--- config.mk ---
export PLATFORM = sky130hd
export DESIGN_NAME = alu_exec_unit
export DESIGN_NICKNAME = d
export VERILOG_FILES = /design/src/rtl/alu_exec_unit.sv
export SDC_FILE = /design/constraint.sdc
export NUM_CORES = 1
export LEC_CHECK = 0
export ABC_AREA = 1
export BUFFER_PORTS_ARGS = -buffer_cell sky130_fd_sc_hd__buf_2
export CORE_MARGIN = 5
export CORE_UTILIZATION = 58
export DETAILED_ROUTE_END_ITERATION = 10
export GPL_ROUTABILITY_DRIVEN = 0
export PLACE_DENSITY = 0.89
export SLEW_MARGIN = 10
export SYNTH_ARGS = -nofsm -noshare
export SYNTH_HDL_FRONTEND = slang
export SYNTH_SLANG_ARGS = --single-unit
--- constraint.sdc ---
create_clock -name clk -period 17.2 [get_ports clk]
set_clock_uncertainty 0.15 [all_clocks]
set_input_delay 5.16 -clock clk [delete_from_list [all_inputs] [get_ports clk]]
set_output_delay 5.16 -clock clk [all_outputs]
set_load 0.03 [all_outputs]
--- src/rtl/alu_exec_unit.sv ---
// alu_exec_unit: execute-stage datapath for a 5-stage MIPS pipeline.
//   - Decodes the ALU operation from alu_op/funct.
//   - 32-bit (DATA_W) ALU with an 8-bit status word.
//   - ID-stage branch-compare forwarding: select, operand mux, equality.
//   - EX/MEM-style register holding result_q/status_q.
// Decode, ALU and forwarding are combinational. result_q/status_q are
// registered.
//
// Build option: define ALU_SHIFT_EN to implement SLL/SRL/SRA. Without it,
// funct 00/02/03 decode as INVALID and no shifter is built.
//
// Ports:
//   clk, reset              rising-edge clock, async active-high reset
//   alu_op, funct, shamt    operation class, R-type funct, shift amount
//   src_a, src_b            ALU operands
//   ex_en                   capture enable for result_q/status_q
//   id_ex_*/ex_mem_*/if_id_* pipeline hazard information
//   rf_data1/2              register-file read data
//   mem_fwd_data            MEM-stage forwarding value
//   alu_ctrl                decoded ALU operation (combinational)
//   alu_result, alu_status  ALU result and flags (combinational)
//   result_q, status_q      registered result and flags
//   fwd_sel1/2              forwarding selects (combinational)
//   fwd_data1/2             forwarded branch-compare operands (combinational)
//   regs_equal              fwd_data1 == fwd_data2 (combinational)
module alu_exec_unit #(
    parameter int unsigned DATA_W     = 32,
    parameter int unsigned REG_ADDR_W = 5
) (
    input  logic                  clk,
    input  logic                  reset,
    input  logic [1:0]            alu_op,
    input  logic [5:0]            funct,
    input  logic [4:0]            shamt,
    input  logic [DATA_W-1:0]     src_a,
    input  logic [DATA_W-1:0]     src_b,
    input  logic                  ex_en,
    input  logic                  id_ex_regwrite,
    input  logic                  ex_mem_regwrite,
    input  logic [REG_ADDR_W-1:0] id_ex_rd,
    input  logic [REG_ADDR_W-1:0] ex_mem_rd,
    input  logic [REG_ADDR_W-1:0] if_id_rs,
    input  logic [REG_ADDR_W-1:0] if_id_rt,
    input  logic [DATA_W-1:0]     rf_data1,
    input  logic [DATA_W-1:0]     rf_data2,
    input  logic [DATA_W-1:0]     mem_fwd_data,
    output logic [3:0]            alu_ctrl,
    output logic [DATA_W-1:0]     alu_result,
    output logic [7:0]            alu_status,
    output logic [DATA_W-1:0]     result_q,
    output logic [7:0]            status_q,
    output logic [1:0]            fwd_sel1,
    output logic [1:0]            fwd_sel2,
    output logic [DATA_W-1:0]     fwd_data1,
    output logic [DATA_W-1:0]     fwd_data2,
    output logic                  regs_equal
);

    localparam int unsigned MSB = DATA_W - 1;

    localparam logic [3:0] CTRL_AND  = 4'h0;
    localparam logic [3:0] CTRL_OR   = 4'h1;
    localparam logic [3:0] CTRL_ADD  = 4'h2;
    localparam logic [3:0] CTRL_XOR  = 4'h3;
    localparam logic [3:0] CTRL_NOR  = 4'h4;
    localparam logic [3:0] CTRL_SUB  = 4'h6;
    localparam logic [3:0] CTRL_SLT  = 4'h7;
    localparam logic [3:0] CTRL_SLTU = 4'hA;
    localparam logic [3:0] CTRL_ADDU = 4'hB;
    localparam logic [3:0] CTRL_SUBU = 4'hC;
    localparam logic [3:0] CTRL_INV  = 4'hF;
`ifdef ALU_SHIFT_EN
    localparam logic [3:0] CTRL_SLL  = 4'h5;
    localparam logic [3:0] CTRL_SRL  = 4'h8;
    localparam logic [3:0] CTRL_SRA  = 4'h9;
`else
    // shamt only feeds the shifter; keep it referenced when no shifter is built
    logic unused_shamt;
    assign unused_shamt = ^shamt;
`endif

    // ALU operation decode
    always_comb begin
        alu_ctrl = CTRL_INV;
        case (alu_op)
            2'b00: alu_ctrl = CTRL_ADD;
            2'b01: alu_ctrl = CTRL_SUB;
            2'b11: alu_ctrl = CTRL_AND;
            default: begin
                case (funct)
                    6'h20:   alu_ctrl = CTRL_ADD;
                    6'h21:   alu_ctrl = CTRL_ADDU;
                    6'h22:   alu_ctrl = CTRL_SUB;
                    6'h23:   alu_ctrl = CTRL_SUBU;
                    6'h24:   alu_ctrl = CTRL_AND;
                    6'h25:   alu_ctrl = CTRL_OR;
                    6'h26:   alu_ctrl = CTRL_XOR;
                    6'h27:   alu_ctrl = CTRL_NOR;
                    6'h2A:   alu_ctrl = CTRL_SLT;
                    6'h2B:   alu_ctrl = CTRL_SLTU;
`ifdef ALU_SHIFT_EN
                    6'h00:   alu_ctrl = CTRL_SLL;
                    6'h02:   alu_ctrl = CTRL_SRL;
                    6'h03:   alu_ctrl = CTRL_SRA;
`endif
                    default: alu_ctrl = CTRL_INV;
                endcase
            end
        endcase
    end

    // One extra bit holds carry-out (add) or borrow (sub; clear means a >= b)
    logic [DATA_W:0] sum_ext;
    logic [DATA_W:0] diff_ext;
    logic            add_ovf;
    logic            sub_ovf;
    logic            slt;
    logic            sltu;

    assign sum_ext  = {1'b0, src_a} + {1'b0, src_b};
    assign diff_ext = {1'b0, src_a} - {1'b0, src_b};
    assign add_ovf  = (src_a[MSB] == src_b[MSB]) && (sum_ext[MSB] != src_a[MSB]);
    assign sub_ovf  = (src_a[MSB] != src_b[MSB]) && (diff_ext[MSB] != src_a[MSB]);
    assign slt      = $signed(src_a) < $signed(src_b);
    assign sltu     = src_a < src_b;

    logic ovf;
    logic carry;
    logic invalid;

    // ALU datapath
    always_comb begin
        alu_result = '0;
        ovf        = 1'b0;
        carry      = 1'b0;
        invalid    = 1'b0;
        case (alu_ctrl)
            CTRL_ADD: begin
                alu_result = sum_ext[MSB:0];
                ovf        = add_ovf;
                carry      = sum_ext[DATA_W];
            end
            CTRL_ADDU: begin
                alu_result = sum_ext[MSB:0];
                carry      = sum_ext[DATA_W];
            end
            CTRL_SUB: begin
                alu_result = diff_ext[MSB:0];
                ovf        = sub_ovf;
                carry      = ~diff_ext[DATA_W];
            end
            CTRL_SUBU: begin
                alu_result = diff_ext[MSB:0];
                carry      = ~diff_ext[DATA_W];
            end
            CTRL_AND:  alu_result = src_a & src_b;
            CTRL_OR:   alu_result = src_a | src_b;
            CTRL_XOR:  alu_result = src_a ^ src_b;
            CTRL_NOR:  alu_result = ~(src_a | src_b);
            CTRL_SLT:  alu_result = DATA_W'(slt);
            CTRL_SLTU: alu_result = DATA_W'(sltu);
`ifdef ALU_SHIFT_EN
            CTRL_SLL:  alu_result = src_b << shamt;
            CTRL_SRL:  alu_result = src_b >> shamt;
            CTRL_SRA:  alu_result = $unsigned($signed(src_b) >>> shamt);
`endif
            default:   invalid = 1'b1;
        endcase
    end

    // An invalid op reports only the invalid flag, even though its result is zero
    assign alu_status = {2'b00,
                         |alu_result[1:0],
                         invalid,
                         carry,
                         ovf,
                         alu_result[MSB],
                         (alu_result == '0) & ~invalid};

    // Branch-compare forwarding: the EX-stage producer has priority over MEM; r0 is never forwarded
    always_comb begin
        fwd_sel1 = 2'b00;
        if (id_ex_regwrite && (id_ex_rd != '0) && (id_ex_rd == if_id_rs))
            fwd_sel1 = 2'b01;
        else if (ex_mem_regwrite && (ex_mem_rd != '0) && (ex_mem_rd == if_id_rs))
            fwd_sel1 = 2'b10;
    end

    always_comb begin
        fwd_sel2 = 2'b00;
        if (id_ex_regwrite && (id_ex_rd != '0) && (id_ex_rd == if_id_rt))
            fwd_sel2 = 2'b01;
        else if (ex_mem_regwrite && (ex_mem_rd != '0) && (ex_mem_rd == if_id_rt))
            fwd_sel2 = 2'b10;
    end

    always_comb begin
        case (fwd_sel1)
            2'b00:   fwd_data1 = rf_data1;
            2'b01:   fwd_data1 = alu_result;
            default: fwd_data1 = mem_fwd_data;
        endcase
        case (fwd_sel2)
            2'b00:   fwd_data2 = rf_data2;
            2'b01:   fwd_data2 = alu_result;
            default: fwd_data2 = mem_fwd_data;
        endcase
    end

    assign regs_equal = (fwd_data1 == fwd_data2);

    // EX/MEM output register
    always_ff @(posedge clk or posedge reset) begin
        if (reset) begin
            result_q <= '0;
            status_q <= '0;
        end else if (ex_en) begin
            result_q <= alu_result;
            status_q <= alu_status;
        end
    end

endmodule

==> reports/qor.csv <==
stage,metric,value,unit
clock_tree,CTS tree,yes,
placement,placed wire-length estimate,40910,um
route,drt wl/cell,18.76,um
synth,asr flop ratio synth,100.0,%
synth,post-synth top area share,22.26,%
global_route,GR Util All Layers,42.74,%
critical_path,Max Fanout on Critical Path,43,
synth,"top cells by area, synth","nand2_1, inv_1, ha_1",
clock_tree,H-tree levels,2,
synth,Netlist Area Pre-Place,11150,um^2
clock_tree,clock buffer depth,2,
finish,Sequential Area,925.9,um^2
placement,# port buffers,341,
synth,Synth warnings,0,
power,Sw Ratio,57.25,%
timing,Max Freq,67.80,MHz
timing,Tcrit/Tclk final,85.75,%
global_route,initial antenna violation count,6,
floorplanning,die width,148.6,um
finish,Fill cells,1734,
synth,synthesized flop and latch total,37,
clock_tree,worst skew pair latency,0.29,ns
timing,Slew @ Worst Pin,1.300,ns
global_route,wire length of the first global-routing pass,75290,um
synth,post-synth top area cell,nand2_1,
clock_tree,CTS Buf Count,5,
power,Max IR drop VDD,0.07013,mV
global_route,total grt overflow,0,
min_path,Hold Startpoint,status_q[5],
placement,placed insts,2637,
finish,area of the multi-input gates,8323,um^2
critical_path,endpoint type of the worst setup path,primary output,
critical_path,R2R Path Start,result_q[14],
clock_tree,Root Driver,clkbuf_16,
route,Detail Route Antenna Nets,0,
synth,Post-Synth Simple-Gate Area,44.26,%
clock_tree,CTS clock-pin slew for the worst setup and hold paths,0.06,ns
floorplanning,die area,22090,um^2
finish,final cell count without fillers,2649,
timing,endpoints failing hold,0,
global_route,pin count of the biggest net entering global routing,54,
status,status,completed,
critical_path,kind of critical path,in -> out,
min_path,HP Class,reg -> reg,
power,Reg power frac,14.5,%
synth,Synth Area in Adders,12.15,%
clock_tree,hold buffer count at CTS,0,
synth,mux share of post-synthesis cell area,0,%
finish,"commonest non-fill, non-tap cell in the layout",nand2_1,
route,TritonRoute pass-1 iters,10,
critical_path,crit path from,funct[4],
synth,syn avg cell area,5.292,um^2
critical_path,Critical Path AT,9.44,ns
power,clock network power share,15.9,%
route,Routed WL,49690,um
synth,count of cell types in the netlist,51,
timing,Setup Viol. Count Final,0,
critical_path,Startpoint Class,input pin,
timing,Max Slew Vio Count,0,
timing,worst slew margin relative to its limit,13.25,%
synth,post-synthesis xor/xnor area fraction,4.322,%
route,DR DRC count,0,
finish,share of cells above drive strength 1,18.62,%
clock_tree,post_cts resized,0,
power,Switch Pwr,451.5,uW
clock_tree,Sink Count,37,
power,Pleak,8.021,nW
critical_path,CP Data Required Time,11.89,ns
route,Via Count,15380,
synth,Synth Area in Compound Gates,13.71,%
finish,most frequent cells in the layout,"nand2_1, inv_1, buf_2, nor2_1, nand3_1",
finish,Layout Nets,2689,
floorplanning,I/O pin count,351,
power,PD cells,60.59,nW/um^2
timing,unrepaired setup endpoints after global routing,no,
floorplanning,Row Count,50,
floorplanning,initial core utilization,59.19,%
timing,fin crit period,14.75,ns
job,Max-Cap Viols,0,
synth,Post-Syn Instances,2106,
synth,main combinational cell family by area after synthesis,simple AND/OR/NAND/NOR gates,
clock_tree,"Setup Fix Bufs, Post-CTS",0,
synth,dominant synthesized flop cell,dfrtp_1,
floorplanning,area of the core,18830,um^2
power,part of the power in combinational logic,69.5,%
synth,Post-synth EDFFs,0,
route,drt via density,5.805,
power,internal power,337.1,uW
global_route,vias in the first global route,14430,
timing,setup tns final,0,ns
route,initial DRC count,1979,
synth,sequential share of the synthesized area,8.307,%
finish,Area Overhead vs Synth,16.77,%
floorplanning,chip height,148.6,um
## cells in the mapped netlist, drive strengths merged, types with 25 or more instances
master	n
buf	54
a21oi	77
nand3	166
nor2	251
o21ai	75
inv	396
ha	105
a31oi	25
dfrtp	37
xor2	43
nand2	676
o22ai	64
## path summary, 6_finish.rpt
| path | end | slack (ns) | cells past startpoint |
|---|---|---|---|
| min in group asynchronous | result_q[1] | 4.85 | 3 |
| min | status_q[5] | 0.34 | 2 |
| max in group asynchronous | result_q[6] | 11.68 | 3 |
| max | alu_status[0] | 2.45 | 22 |
| min reg2reg | status_q[5] | 0.34 | 2 |
| max reg2reg | result_q[14] | 16.27 | 2 |
## registers in the layout, indices dropped and copies added (netlist names)
register,count
status_q,6
result_q,31
## logic make-up (layout without fill, tap and decap cells)
kind of cell	count (synthesis)	count (layout)
adders and majority gates	107	107
AOI/OAI and AO/OA	264	264
xor gates and xnor gates	55	55
buffers and inverters	475	751
DFF	37	37
and+or+nand+nor	1167	1167
other	1	8
## final cells by class
type / count / area share (%)
tap: 260 / 2.500
clock buffer: 5 / 0.9614
sequential: 37 / 7.114
multi-input combinational: 1597 / 63.95
clock inverter: 3 / 0.5287
timing repair buffer: 346 / 13.40
inverter: 397 / 11.47
antenna: 4 / 0.07691
## power by group through the flow
stage | sequential [mW] | clock [mW] | combinational (mW)
after floorplan | 0.143 | 0 | 0.328
after global placement | 0.114 | 0 | 0.517
after detailed placement | 0.114 | 0 | 0.528
after CTS | 0.113 | 0.125 | 0.530
after global routing | 0.115 | 0.128 | 0.584
final | 0.115 | 0.126 | 0.548
## critical path: stages
cell     delay (ns)
buf_2          0.10
inv_1          0.06
nand2_2        0.07
nor2_2         0.19
inv_2          0.07
nor2_1         0.08
nor2_1         0.06
o21ai_1        0.09
nand2_2        0.09
nand2_4        0.24
nor2_8         0.19
nand2_1        0.55
inv_1          0.44
nand2_1        0.15
nand2_1        0.05
nor2_1         0.49
nand2_1        0.15
nor3_1         0.30
nand4_1        0.26
nor2_1         0.21
and2_1         0.19
buf_2          0.22
## through the flow
stage | util, % | power [mW] | area (um^2) | hold slack, ns | worst slack, ns
CTS | 69.05 | 0.7682 | 13000 | 0.3358 | 2.789
floorplan | - | 0.4705 | 11160 | 0.5116 | 3.798
global route | 69.10 | 0.8274 | 13010 | 0.3536 | 2.318
global placement | 68.02 | 0.6308 | 12810 | 0.3104 | 2.878
finish | 69.12 | 0.7886 | 13020 | 0.3354 | 2.451
detailed placement | 68.02 | 0.6428 | 12810 | 0.3215 | 2.799
## per-layer routing
metal	wire, um	GRT usage (%)	share of wire, %
met5	12	0	0.024
met4	4799	33.95	9.7
met3	7527	13.01	15
met2	21120	66.67	43
met1	16230	48.34	33
Note: power is estimated with default switching activity, not from simulation.
